File: config.mk
export PLATFORM = sky130hd
export DESIGN_NAME = uart_rx_irq
export DESIGN_NICKNAME = d
export VERILOG_FILES = /design/src/rtl/uart_rx_irq.sv
export SDC_FILE = /design/constraint.sdc
export NUM_CORES = 1
export LEC_CHECK = 0
export CORE_MARGIN = 2
export CORE_UTILIZATION = 56
export CTS_CLUSTER_SIZE = 10
export DETAILED_ROUTE_END_ITERATION = 10
export GPL_TIMING_DRIVEN = 0
export PLACE_DENSITY = 0.78
export SLEW_MARGIN = 20
export SYNTH_ARGS = -nofsm -noshare
export SYNTH_HDL_FRONTEND = slang
export SYNTH_SLANG_ARGS = --single-unit
File: constraint.sdc
create_clock -name clk -period 1.9 [get_ports clk]
set_input_delay 0.475 -clock clk [delete_from_list [all_inputs] [get_ports clk]]
set_output_delay 0.475 -clock clk [all_outputs]
set_load 0.01 [all_outputs]
File: src/rtl/uart_rx_irq.sv
// uart_rx_irq -- 8N1 UART receive front end with a level interrupt request.
//
// Deserialises frames from the asynchronous rx pin, presents each good byte
// on r_data and raises irr until the CPU acknowledges with a rising edge on
// ack. Stop-bit errors and bytes arriving while irr is pending are reported
// on sticky flags that the same ack edge clears.
//
// Ports:
//   clk        in   1  clock, all state on rising edge
//   reset      in   1  synchronous, active-high reset
//   rx         in   1  asynchronous serial line, idles high
//   ack        in   1  CPU acknowledge level; only its rising edge acts
//   irr        out  1  a received byte is pending
//   r_data     out  8  last valid received byte
//   frame_err  out  1  sticky: stop bit sampled low
//   overrun    out  1  sticky: byte completed while irr already pending
module uart_rx_irq #(
    parameter int CLKS_PER_BIT = 868
) (
    input  logic       clk,
    input  logic       reset,
    input  logic       rx,
    input  logic       ack,
    output logic       irr,
    output logic [7:0] r_data,
    output logic       frame_err,
    output logic       overrun
);

    localparam int TW = $clog2(CLKS_PER_BIT);
    localparam logic [TW-1:0] HALF_M1 = TW'(CLKS_PER_BIT / 2 - 1);
    localparam logic [TW-1:0] BIT_M1  = TW'(CLKS_PER_BIT - 1);

    typedef enum logic [2:0] {
        S_IDLE  = 3'd0,
        S_START = 3'd1,
        S_DATA  = 3'd2,
        S_STOP  = 3'd3,
        S_BREAK = 3'd4
    } state_t;

    state_t          state_q, state_d;
    logic [TW-1:0]   timer_q, timer_d;
    logic [2:0]      bit_idx_q, bit_idx_d;
    logic [7:0]      shift_q, shift_d;
    logic            rx_meta_q, rx_s_q;
    logic            ack_d_q;
    logic            irr_q, irr_d;
    logic [7:0]      r_data_q, r_data_d;
    logic            frame_err_q, frame_err_d;
    logic            overrun_q, overrun_d;
    logic            ack_rise;
    logic            done_ok;
    logic            done_err;

    assign ack_rise = ack & ~ack_d_q;

    // Two-stage synchronizer for rx, preset to the idle level.
    always_ff @(posedge clk) begin
        if (reset) begin
            rx_meta_q <= 1'b1;
            rx_s_q    <= 1'b1;
        end else begin
            rx_meta_q <= rx;
            rx_s_q    <= rx_meta_q;
        end
    end

    // Next-state logic for the receive FSM, bit timer and shift register.
    always_comb begin
        state_d   = state_q;
        timer_d   = timer_q;
        bit_idx_d = bit_idx_q;
        shift_d   = shift_q;
        done_ok   = 1'b0;
        done_err  = 1'b0;
        case (state_q)
            S_IDLE: begin
                timer_d = '0;
                if (!rx_s_q) begin
                    state_d = S_START;
                end else begin
                    state_d = S_IDLE;
                end
            end
            S_START: begin
                if (timer_q == HALF_M1) begin
                    timer_d   = '0;
                    bit_idx_d = 3'd0;
                    // A line that is high again at mid-start was a glitch.
                    if (!rx_s_q) begin
                        state_d = S_DATA;
                    end else begin
                        state_d = S_IDLE;
                    end
                end else begin
                    timer_d = timer_q + TW'(1);
                end
            end
            S_DATA: begin
                if (timer_q == BIT_M1) begin
                    timer_d = '0;
                    shift_d = {rx_s_q, shift_q[7:1]};
                    if (bit_idx_q == 3'd7) begin
                        state_d = S_STOP;
                    end else begin
                        bit_idx_d = bit_idx_q + 3'd1;
                    end
                end else begin
                    timer_d = timer_q + TW'(1);
                end
            end
            S_STOP: begin
                if (timer_q == BIT_M1) begin
                    timer_d = '0;
                    if (rx_s_q) begin
                        done_ok = 1'b1;
                        state_d = S_IDLE;
                    end else begin
                        done_err = 1'b1;
                        state_d  = S_BREAK;
                    end
                end else begin
                    timer_d = timer_q + TW'(1);
                end
            end
            S_BREAK: begin
                // Hold here while the line stays low so a break cannot
                // re-trigger a start.
                timer_d = '0;
                if (rx_s_q) begin
                    state_d = S_IDLE;
                end else begin
                    state_d = S_BREAK;
                end
            end
            default: begin
                state_d = S_IDLE;
                timer_d = '0;
            end
        endcase
    end

    // Output/flag next values; a completing byte beats a coincident ack edge.
    always_comb begin
        irr_d       = irr_q;
        r_data_d    = r_data_q;
        frame_err_d = frame_err_q;
        overrun_d   = overrun_q;
        if (done_ok) begin
            irr_d    = 1'b1;
            r_data_d = shift_q;
        end else if (ack_rise) begin
            irr_d = 1'b0;
        end else begin
            irr_d = irr_q;
        end
        if (done_err) begin
            frame_err_d = 1'b1;
        end else if (ack_rise) begin
            frame_err_d = 1'b0;
        end else begin
            frame_err_d = frame_err_q;
        end
        // Overrun only when the pending byte is not being acknowledged now.
        if (done_ok && irr_q && !ack_rise) begin
            overrun_d = 1'b1;
        end else if (ack_rise) begin
            overrun_d = 1'b0;
        end else begin
            overrun_d = overrun_q;
        end
    end

    // State, datapath and output registers.
    always_ff @(posedge clk) begin
        if (reset) begin
            state_q     <= S_IDLE;
            timer_q     <= '0;
            bit_idx_q   <= 3'd0;
            shift_q     <= 8'h00;
            ack_d_q     <= 1'b0;
            irr_q       <= 1'b0;
            r_data_q    <= 8'h00;
            frame_err_q <= 1'b0;
            overrun_q   <= 1'b0;
        end else begin
            state_q     <= state_d;
            timer_q     <= timer_d;
            bit_idx_q   <= bit_idx_d;
            shift_q     <= shift_d;
            ack_d_q     <= ack;
            irr_q       <= irr_d;
            r_data_q    <= r_data_d;
            frame_err_q <= frame_err_d;
            overrun_q   <= overrun_d;
        end
    end

    assign irr       = irr_q;
    assign r_data    = r_data_q;
    assign frame_err = frame_err_q;
    assign overrun   = overrun_q;

endmodule

==> summary.md <==
| Metric | Value |
|---|---|
| Run status | finished clean |
| Worst reg2reg path startpoint | timer_q[1] |
| Clk_skew | 9.03 ps |
| Worst-Margin Slew | 483 ps |
| Yosys warnings | 0 |
| Min-Delay Endpoint | rx_s_q |
| Residual DRC count | 0 |
| Die Span Y | 59.1 um |
| Starting DRC count in detailed routing | 48 |
| Layout Nets | 210 |
| Clock tree buffer depth | 2 |
| Max Slew Vio Count | 0 |
| Clock transition at path regs | 110 ps |
| Num rows | 20 |
| Cells on worst reg2reg path | 5 |
| Min Clock Period, post-route | about 1700 ps |
| Area leader, netlist | dfxtp_1 |
| Antenna violations before repair | 0 |
| Post-route ant nets | 0 |
| Die width | 59.1 um |
| Worst-Skew Late Latency | 350 ps |
| Share of the synthesized area in the top cell type | 44.7% |
| Top Ports | 15 |
| DP Worst Slack | 82.4 ps |
| Ys async rst share | 0% |
| CTS tree | yes |
| Setup violators final | 0 |
| Initial core utilization | 57.1% |
| Max H-tree Level | 2 |
| Die area | 0.00350 sq mm |
| Hold Startpoint | rx_meta_q |
| TritonCTS buffer count | 5 |
| Final Cycle Share | 92.0% |
| Clk sinks | 38 |
| WP data required | 2180 ps |
| Maximum vdd drop | 471 uV |
| Core Area | 0.00298 sq mm |
| Root buffer cell | clkbuf_4 |
| Fmax | 572 MHz |
| Pwr dens | roughly 710 mW/mm^2 |
| Hpwl dp | roughly 2400 um |
| Largest net degree at the start of global routing | 13 |
| Setup TNS | 0 ps |
| Max FO, Critical Path | 10 |
| Routability cong. | 0.882 |
| Post-Syn Area | 0.00170 sq mm |
| Crit path launch type | register |
| # fillers | 240 |
| #FFs+latches synth | 38 |
| PortBufs | 13 |
| CP arrival | 2030 ps |
| First-pass GRT wire length | 5770 um |
| Worst Setup Path Type | reg2reg |
| Syn Inst Count | 183 |
| Post-Route WL | ~3300 um |
| Sequential area share after synthesis | 44.7% |
| Final Power | 1.39 mW |
| P&R area growth vs syn | 15.1% |
| Fin worst setup slack | around 150 ps |
| Grt ovf | 0 |
| Setup crit start | timer_q[1] |
| DR pass1 iterations | 4 |
| Synth top area cells | dfxtp_1 45%, mux2i_1 6.5%, nor2_1 5.1% |
| Ys flop type | dfxtp_1 |
| DR vias | 1377 |
| Average vias per placed instance | roughly 5.8 |
| WL/cell | between 10 and 15 um |
| Reg-to-reg slack, setup | 150 ps |
| Layout cell share with drive strength beyond 1 | 11.8% |
| HP Class | reg2reg |
| Avg Cell Area, Syn | 9.30 sq um |
| RSZ-0062 raised after global routing | false |
| Leak | 0.736 nW |
| Syn nets | 191 |
| Netlist cell types | 42 |
| Rel. slew slack | 67.8% |
| Diodes inserted | 0 |
| Number of max-cap violations | 0 |
| Worst hold path depth | 1 |
| Post-CTS setup buffers | 0 |
| Post-synth EDFFs | 0 |
| Worst r2r dst | frame_err |
| Total GRT Usage | roughly 22% |
| Post-CTS Hold Fix Bufs | 0 |
| Setup crit end kind | register |
| Vias in the first global route | 1297 |
| Final hold vios | 0 |
-- power by group --
| group | total [mW] | internal [mW] | switching [mW] |
|---|---|---|---|
| Sequential | 0.803 | 0.801 | 0.00246 |
| Combinational | 0.0491 | 0.0174 | 0.0317 |
| Clock | 0.538 | 0.272 | 0.266 |
| Total | 1.39 | 1.09 | 0.300 |
-- what timing repair did --
item,4_1_cts,5_1_grt
resized for setup,0,2
endpoints found under the hold margin,0,0
setup endpoints to repair,0,31
-- critical path, stage by stage, from the launching register on --
cell and delay [ps]:
dfxtp_1 390, ha_1 230, and4bb_2 380, nand4_4 200, or3_1 350, a21oi_1 140
-- cells by family after synthesis --
logic type	share of synthesized area, %
xor+xnor	4.12
buf+inv	3.24
simple gates	27.2
mux	6.47
fa+ha+maj	2.94
flops	44.7
compound gates	11.3
-- Yosys cell counts (2+ instances only) --
cell,n
xor2_1,3
xnor2_1,5
dfxtp_1,38
nand4_1,10
mux2i_1,11
clkbuf_1,5
buf_2,2
o21ai_0,10
nor4_1,2
buf_4,2
nand2_1,9
and3_1,2
or2_2,3
ha_1,4
nand2b_1,2
nor2b_1,3
a21oi_1,15
nor2_1,23
inv_1,2
nor3_1,2
nand3_1,9
-- metrics by stage --
step           area, sq um  std cells  util (%)  hold slack, ps
6_report              1960        236      65.8             442
3_5_place_dp          1870        229      62.9             419
4_1_cts               1950        237      65.5             453
3_3_place_gp          1870        229      62.9             402
5_1_grt               1960        236      65.8             474
2_1_floorplan         1700        183         -             389
-- placed cells by master (no fill, tap or decap), types with 4 or more instances in the layout --
cell / Yosys / layout
nand4_1: 10 / 10
xnor2_1: 5 / 5
mux2i_1: 11 / 11
clkbuf_4: 0 / 5
nor2_1: 23 / 23
o21ai_0: 10 / 10
clkbuf_1: 5 / 5
ha_1: 4 / 4
dfxtp_1: 38 / 37
a21oi_1: 15 / 15
clkdlybuf4s50_1: 0 / 13
nand2_1: 9 / 9
nand3_1: 9 / 9
-- worst max path at each step --
stage	to	slack (ps)	cells past startpoint
floorplan	state_q[2]	290	7
global placement	timer_q[9]	150	6
detailed placement	timer_q[4]	80	6
CTS	timer_q[4]	60	6
global route	overrun	5	6
finish	frame_err	150	5
-- registers in the layout, indices dropped and copies added (netlist names) --
register   flops
rx_meta_q      1
bit_idx_q      3
shift_q        8
frame_err      1
timer_q       10
ack_d_q        1
rx_s_q         1
r_data         8
overrun        1
irr            1
state_q        3
-- cell type report --
cell class,count,area (sq um),area share (%)
buffer,9,42.5,2.17
multi-input combinational,133,897,45.8
clock buffer,5,37.5,1.92
clock inverter,3,40.0,2.04
timing repair buffer,13,130,6.65
tap,33,41.3,2.11
sequential,38,762,38.9
inverter,2,7.51,0.383
-- routing by layer --
layer	part of all wire, %	vias up	global-route usage [%]
met2	48	33	36.0
li1	-	696	-
met3	4.6	6	6.55
met1	46	642	27.4
met5	0	-	0
met4	1.6	0	7.47
Power figures use the tool's default switching activity.
